[src/rtl/uart_word_tx_if.sv]
// Host-side bundle for uart_word_tx: write strobe and data in, FIFO/serializer status and TXD out.
interface uart_word_tx_if;
    logic        we;
    logic [31:0] data;
    logic        full;
    logic        empty;
    logic        idle;
    logic        ovf;
    logic        txd;

    modport master (output we, data, input full, empty, idle, ovf, txd);
    modport slave  (input we, data, output full, empty, idle, ovf, txd);
endinterface

[src/rtl/uart_word_tx.sv]
// Buffered 32-bit word UART transmitter: words queue in a FIFO and leave as four
// back-to-back 8N1 frames, least significant byte first.
module uart_word_tx #(
    parameter int WCNT     = 868,
    parameter int DEPTH_LG = 4
) (
    input  logic          clk_i,
    input  logic          rst_x_i,
    uart_word_tx_if.slave bus
);

    localparam int                DEPTH   = 1 << DEPTH_LG;
    localparam logic [DEPTH_LG:0] DEPTH_V = (DEPTH_LG + 1)'(DEPTH);
    localparam logic [15:0]       WCNT_V  = 16'(WCNT);

    typedef enum logic [1:0] {S_IDLE, S_START, S_DATA, S_STOP} state_t;

    logic [31:0]         mem [DEPTH];
    logic [DEPTH_LG-1:0] wrPtr_q, rdPtr_q;
    logic [DEPTH_LG:0]   count_q;
    logic                ovf_q;
    logic                full, empty, push, pop;

    state_t      state_q, state_d;
    logic [15:0] wait_q, wait_d;
    logic [2:0]  bitIdx_q, bitIdx_d;
    logic [1:0]  byteIdx_q, byteIdx_d;
    logic [31:0] sreg_q, sreg_d;
    logic        txd_q, txd_d;
    logic        bitDone;

    assign full    = (count_q == DEPTH_V);
    assign empty   = (count_q == '0);
    assign push    = bus.we && !full;
    assign bitDone = (wait_q == WCNT_V);

    always_ff @(posedge clk_i) begin
        if (rst_x_i && push) begin
            mem[wrPtr_q] <= bus.data;
        end
    end

    always_ff @(posedge clk_i) begin
        if (!rst_x_i) begin
            wrPtr_q <= '0;
            rdPtr_q <= '0;
            count_q <= '0;
            ovf_q   <= 1'b0;
        end else begin
            if (push) wrPtr_q <= wrPtr_q + 1'b1;
            if (pop)  rdPtr_q <= rdPtr_q + 1'b1;
            case ({push, pop})
                2'b10:   count_q <= count_q + 1'b1;
                2'b01:   count_q <= count_q - 1'b1;
                default: count_q <= count_q;
            endcase
            if (bus.we && full) ovf_q <= 1'b1;
        end
    end

    // TXD is registered from the current state, so every level trails the FSM by one clock.
    always_comb begin
        state_d   = state_q;
        wait_d    = wait_q;
        bitIdx_d  = bitIdx_q;
        byteIdx_d = byteIdx_q;
        sreg_d    = sreg_q;
        txd_d     = 1'b1;
        pop       = 1'b0;
        case (state_q)
            S_IDLE: begin
                if (!empty) begin
                    pop       = 1'b1;
                    sreg_d    = mem[rdPtr_q];
                    byteIdx_d = 2'd0;
                    wait_d    = 16'd1;
                    state_d   = S_START;
                end
            end
            S_START: begin
                txd_d = 1'b0;
                if (bitDone) begin
                    wait_d   = 16'd1;
                    bitIdx_d = 3'd0;
                    state_d  = S_DATA;
                end else begin
                    wait_d = wait_q + 16'd1;
                end
            end
            S_DATA: begin
                txd_d = sreg_q[0];
                if (bitDone) begin
                    wait_d   = 16'd1;
                    sreg_d   = sreg_q >> 1;
                    bitIdx_d = bitIdx_q + 3'd1;
                    if (bitIdx_q == 3'd7) state_d = S_STOP;
                end else begin
                    wait_d = wait_q + 16'd1;
                end
            end
            S_STOP: begin
                if (bitDone) begin
                    wait_d = 16'd1;
                    if (byteIdx_q != 2'd3) begin
                        byteIdx_d = byteIdx_q + 2'd1;
                        state_d   = S_START;
                    end else if (!empty) begin
                        pop       = 1'b1;
                        sreg_d    = mem[rdPtr_q];
                        byteIdx_d = 2'd0;
                        state_d   = S_START;
                    end else begin
                        state_d = S_IDLE;
                    end
                end else begin
                    wait_d = wait_q + 16'd1;
                end
            end
            default: state_d = S_IDLE;
        endcase
    end

    always_ff @(posedge clk_i) begin
        if (!rst_x_i) begin
            state_q   <= S_IDLE;
            wait_q    <= '0;
            bitIdx_q  <= '0;
            byteIdx_q <= '0;
            sreg_q    <= '0;
            txd_q     <= 1'b1;
        end else begin
            state_q   <= state_d;
            wait_q    <= wait_d;
            bitIdx_q  <= bitIdx_d;
            byteIdx_q <= byteIdx_d;
            sreg_q    <= sreg_d;
            txd_q     <= txd_d;
        end
    end

    assign bus.full  = full;
    assign bus.empty = empty;
    assign bus.ovf   = ovf_q;
    assign bus.txd   = txd_q;
    assign bus.idle  = empty && (state_q == S_IDLE) && txd_q;

endmodule

[src/flat_wrapper.sv]
// flat-port wrapper written by rule: the top's interface ports become plain ports
module uart_word_tx_flat 
#(
    parameter int WCNT     = 868,
    parameter int DEPTH_LG = 4
)
  (clk_i, rst_x_i, bus_we, bus_data, bus_full, bus_empty, bus_idle, bus_ovf, bus_txd);
  uart_word_tx_if bus_i ();
  input  logic clk_i;
  input  logic rst_x_i;
  input wire logic [$bits(bus_i.we)-1:0] bus_we;
  input wire logic [$bits(bus_i.data)-1:0] bus_data;
  output wire logic [$bits(bus_i.full)-1:0] bus_full;
  output wire logic [$bits(bus_i.empty)-1:0] bus_empty;
  output wire logic [$bits(bus_i.idle)-1:0] bus_idle;
  output wire logic [$bits(bus_i.ovf)-1:0] bus_ovf;
  output wire logic [$bits(bus_i.txd)-1:0] bus_txd;
  assign bus_i.we = bus_we;
  assign bus_i.data = bus_data;
  assign bus_full = bus_i.full;
  assign bus_empty = bus_i.empty;
  assign bus_idle = bus_i.idle;
  assign bus_ovf = bus_i.ovf;
  assign bus_txd = bus_i.txd;
  uart_word_tx #(.WCNT(WCNT), .DEPTH_LG(DEPTH_LG)) u_core (.clk_i(clk_i), .rst_x_i(rst_x_i), .bus(bus_i));
endmodule
[config.mk]
export PLATFORM = sky130hd
export DESIGN_NAME = uart_word_tx_flat
export DESIGN_NICKNAME = d
export VERILOG_FILES = /design/src/rtl/uart_word_tx_if.sv /design/src/rtl/uart_word_tx.sv /design/src/flat_wrapper.sv
export SDC_FILE = /design/constraint.sdc
export NUM_CORES = 1
export LEC_CHECK = 0
export ABC_AREA = 1
export BUFFER_PORTS_ARGS = -buffer_cell sky130_fd_sc_hd__buf_4
export CORE_MARGIN = 2
export CORE_UTILIZATION = 65
export CTS_BUF_LIST = sky130_fd_sc_hd__clkbuf_4 sky130_fd_sc_hd__clkbuf_8
export CTS_CLUSTER_DIAMETER = 120
export DETAILED_ROUTE_END_ITERATION = 6
export PLACE_DENSITY_LB_ADDON = 0.12
export REMOVE_ABC_BUFFERS = 1
export SLEW_MARGIN = 30
export SYNTH_ARGS = -nofsm -noshare
export SYNTH_HDL_FRONTEND = slang
export SYNTH_SLANG_ARGS = --single-unit
[constraint.sdc]
create_clock -name clk_i -period 6.21 [get_ports clk_i]
set_input_delay 0.9315 -clock clk_i [delete_from_list [all_inputs] [get_ports clk_i]]
set_output_delay 0.9315 -clock clk_i [all_outputs]
set_load 0.01 [all_outputs]
==> run_results.csv <==
group,metric,value,unit
status,status,"finished with violations",
timing,hold_viol,0,
placed_design,detailedPlace.worstSlack,2.206,ns
drt,post_drt_via_cell_ratio,6.131,
clock_network,clk_root_buffer_cell,"sky130_fd_sc_hd__clkbuf_8",
grt,global_route.usage.total,28.00,%
yosys,synth_mux_area_share,0,%
clock_network,ctsHoldBuffers,0,
worst_setup_path,cp_data_arrival_time,3.69,ns
worst_hold_path,holdCritStartpoint,"u_core.sreg_q[2]",
drt,ant_nets,0,
yosys,yosys_register_bits,586,
yosys,synth_top_family_by_area,"compound AO/OA/AOI/OAI gates",
timing,period_minus_slack,3.390,ns
power,powerDensity,383.4,nW/um2
clock_network,clk_latency,0.65,ns
timing,fmax,0.2950,GHz
worst_setup_path,worstRegToRegCells,8,
yosys,post-synth-top-area-cell,"sky130_fd_sc_hd__edfxtp_1",
yosys,postSynth.asyncResetShare,0,%
timing,layout_worst_path_cycle_share,54.59,%
floorplanning,boundaryPins,40,
floorplanning,rows,69,
drt,vias,15600,
placed_design,finalWeightedCongestion,0.8107,
timing,tightest_slew,1.001,ns
grt,grt_busiest_layer,"met2",
power,p_comb_share,22.2,%
timing,maxSlewHeadroom,33.28,%
placed_design,dp_hpwl,27960,um
floorplanning,initial_utilization,66.02,%
yosys,synth_adder_area_share,0.9567,%
worst_setup_path,worstSetupStartpointType,"input port",
placed_design,port_buffers,39,
power,internal-power,6871,uW
clock_network,cts_inserted_buffers,91,
finish,fin_util,73.08,%
power,power.clock.fraction,31.9,%
run,drv.max_cap_violation_count,0,
floorplanning,chipHeight,194.3,um
worst_setup_path,worstPathMaxFanout,48,
floorplanning,core_region_area,35660,um2
clock_network,cts.reportedPaths.clkPinSlew,0.06,ns
clock_network,cts_repair_resizes,0,
clock_network,cts_tree,"built",
worst_setup_path,regToRegEndpoint,"u_core.sreg_q[22]",
clock_network,cts_max_path_buffers,3,
worst_setup_path,critical_path_required,6.51,ns
worst_hold_path,worstHoldPathType,"reg2reg",
timing,slew_violations,0,
drt,route.final.wire_length,52640,um
timing,setup_viol,0,
drt,route.detailed.wl_per_inst,20.69,um
power,leakagePower,0.008949,uW
power,seq_power_share,45.9,%
drt,drt_drc_violations_left,5,
timing,finalWorstSetupSlack,2.820,ns
yosys,synth_warnings,0,
worst_hold_path,hold-path-endpoint,"u_core.sreg_q[1]",
finish,nNetsFinal,2065,
clock_network,cts_post_setup_buffers_inserted,0,
yosys,post_synthesis_sequential_area_ratio,71.61,%
yosys,synth_compound_area_share,13.69,%
status,violations,"DRC",
grt,grt.met3_usage,5.119,%
grt,antenna_found_initial,0,
worst_setup_path,rrSetupSlack,3.30,ns
grt,met1_usage,38.35,%
yosys,yosysUniqueCellTypes,42,
yosys,netlist_area,23540,um2
power,power.switching_fraction,31.22,%
yosys,post-synth-top-area-fraction,65.31,%
floorplanning,chipWidth,194.3,um
clock_network,clock-sinks,586,
floorplanning,die_area,37750,um2
finish,fillers,2395,
grt,residual_overflow_from_global_routing,0,
yosys,ys.flop_type,"sky130_fd_sc_hd__edfxtp_1",
grt,pin_count_of_the_biggest_net_entering_global_routing,209,
finish,area_growth_syn_to_layout,10.69,%
power,p_sw,3118,uW
worst_setup_path,critPathCaptureType,"flop",
power,peakVddDrop,0.3744,mV
worst_hold_path,hold_path_depth,2,
grt,grtUsageMet2,45.28,%
timing,grt_setup_unrepaired,"false",
timing,timing.clock.skew,0.02174,ns
grt,via_count_of_the_first_global_routing_pass,14920,
yosys,synthCells,1975,
grt,grt_pass1_wl,81210,um
worst_setup_path,timing_worst_setup_path_type,"in2reg",
finish,diode_insertion_count_for_antenna_repair,0,
yosys,yosys.area_share.simple,10.11,%
yosys,syn-mean-instance-area,11.92,um2
finish,share_of_final_layout_standard_cells_stronger_than_drive_strength_1,12.39,%
yosys,synth_xor_area_share,0.2232,%
drt,violation_count_after_the_first_detailed_routing_iteration,1560,
clock_network,clock_h_tree_levels,3,
drt,drt_first_pass_iters,7,
yosys,synth_edf_count,512,
yosys,netlist_top_cells_area,"sky130_fd_sc_hd__edfxtp_1, sky130_fd_sc_hd__o21ai_0, sky130_fd_sc_hd__nor2_1, sky130_fd_sc_hd__dfxtp_1, sky130_fd_sc_hd__o22ai_1",
-- through the flow --
stage	TNS (ns)	power [uW]	cell area, um2	hold WS [ns]	instances
final	0	9989	26060	0.4686	2544
after global routing	0	10470	26060	0.4850	2544
after CTS	0	10010	26050	0.4663	2544
after detailed placement	0	6860	24240	0.4574	2380
after global placement	0	6788	24170	0.4441	2377
after floorplan	-75.96	6170	22950	0.4241	1852
-- logic make-up after synthesis --
logic type                 after synthesis
adders and majority gates               18
buffers and inverters                  180
DFF                                    586
AOI/OAI and AO/OA                      583
and+or+nand+nor                        602
xor gates and xnor gates                 6
-- synth_stat cells (4+ instances only) --
master,instances
sky130_fd_sc_hd__ha_1,18
sky130_fd_sc_hd__nand2_1,143
sky130_fd_sc_hd__buf_4,10
sky130_fd_sc_hd__clkbuf_1,71
sky130_fd_sc_hd__o22ai_1,108
sky130_fd_sc_hd__edfxtp_1,512
sky130_fd_sc_hd__o21ai_0,312
sky130_fd_sc_hd__o21ai_1,55
sky130_fd_sc_hd__buf_2,33
sky130_fd_sc_hd__nand3_1,13
sky130_fd_sc_hd__nor3_1,8
sky130_fd_sc_hd__xor2_1,4
sky130_fd_sc_hd__nand2_2,4
sky130_fd_sc_hd__o211ai_1,33
sky130_fd_sc_hd__a21oi_1,34
sky130_fd_sc_hd__inv_1,48
sky130_fd_sc_hd__dfxtp_1,74
sky130_fd_sc_hd__buf_6,6
sky130_fd_sc_hd__a31oi_1,31
sky130_fd_sc_hd__nor2_1,415
sky130_fd_sc_hd__nand4_1,6
sky130_fd_sc_hd__inv_2,4
-- power by group through the flow --
stage                     sequential (uW)  combinational [uW]  clock [uW]
after global routing                 4600                2480        3390
after floorplan                      4710                1460           0
final                                4590                2220        3180
after global placement               4660                2130           0
after CTS                            4580                2210        3220
after detailed placement             4660                2200           0
-- layout by cell type, fill, tap and decap left out, types with 3 or more instances in the layout --
cell                       count
sky130_fd_sc_hd__o21ai_1      55
sky130_fd_sc_hd__a21oi_1      34
sky130_fd_sc_hd__o21a_1        3
sky130_fd_sc_hd__nor3_2        6
sky130_fd_sc_hd__o22ai_1     108
sky130_fd_sc_hd__nor2_1      403
sky130_fd_sc_hd__clkinv_2     12
sky130_fd_sc_hd__o211ai_1     33
sky130_fd_sc_hd__buf_4        60
sky130_fd_sc_hd__nand2_1     143
sky130_fd_sc_hd__edfxtp_1    512
sky130_fd_sc_hd__inv_2         3
sky130_fd_sc_hd__xor2_1        4
sky130_fd_sc_hd__nor2_4       14
sky130_fd_sc_hd__nand4_1       6
sky130_fd_sc_hd__ha_1         18
sky130_fd_sc_hd__nor3_1        4
sky130_fd_sc_hd__inv_1        48
sky130_fd_sc_hd__buf_12        3
sky130_fd_sc_hd__dfxtp_1      70
sky130_fd_sc_hd__clkbuf_4     38
sky130_fd_sc_hd__nand2_2       4
sky130_fd_sc_hd__clkinv_1     16
sky130_fd_sc_hd__o21ai_0     312
sky130_fd_sc_hd__clkbuf_8     96
sky130_fd_sc_hd__nand3_1      13
sky130_fd_sc_hd__a31oi_1      31
-- final cells by class --
| cell class | instances | area, um2 | share of cell area [%] |
|---|---|---|---|
| Tap cell | 461 | 576.8 | 2.214 |
| Multi-Input combinational cell | 1209 | 5989 | 22.99 |
| Clock buffer | 134 | 1607 | 6.166 |
| Inverter | 57 | 224.0 | 0.8595 |
| Timing Repair Buffer | 67 | 591.8 | 2.271 |
| Sequential cell | 586 | 16870 | 64.73 |
| Clock inverter | 30 | 201.4 | 0.7731 |
-- sequential cells by signal (all words and copies together) (netlist names), named ones only --
name / cells
u_core.mem: 512
u_core.wait_q: 16
u_core.sreg_q: 32
u_core.bitIdx_q: 3
u_core.bus.txd: 1
u_core.wrPtr_q: 4
u_core.bus.ovf: 1
u_core.state_q: 2
u_core.rdPtr_q: 4
u_core.byteIdx_q: 2
u_core.count_q: 5
-- per-layer routing --
layer  part of all wire (%)  routed length [um]  vias to the layer above
li1                       -                   -                     7249
met1                     41               21820                     7499
met2                     47               24880                      711
met3                    7.9                4178                      137
met4                    3.3                1763                        0
met5                      0                   0                        -
-- worst max path at each step --
stage,from,to,depth (start not counted),slack (ns)
after global placement,rst_x_i,u_core.mem[2][16],5,2.16
after detailed placement,rst_x_i,u_core.mem[1][15],6,2.21
after global routing,rst_x_i,u_core.mem[12][9],6,2.64
after floorplan,flop,u_core.sreg_q[13],7,-2.40
final,rst_x_i,u_core.mem[12][9],6,2.82
after CTS,rst_x_i,u_core.mem[5][9],6,2.90
-- worst max-delay path, stage by stage --
cell and delay, ns:
sky130_fd_sc_hd__buf_4 0.40, sky130_fd_sc_hd__clkinv_1 0.68, sky130_fd_sc_hd__nor2_1 0.36, sky130_fd_sc_hd__nand2_1 0.29
sky130_fd_sc_hd__nor2_4 0.53, sky130_fd_sc_hd__buf_4 0.44
Power figures use the tool's default switching activity.
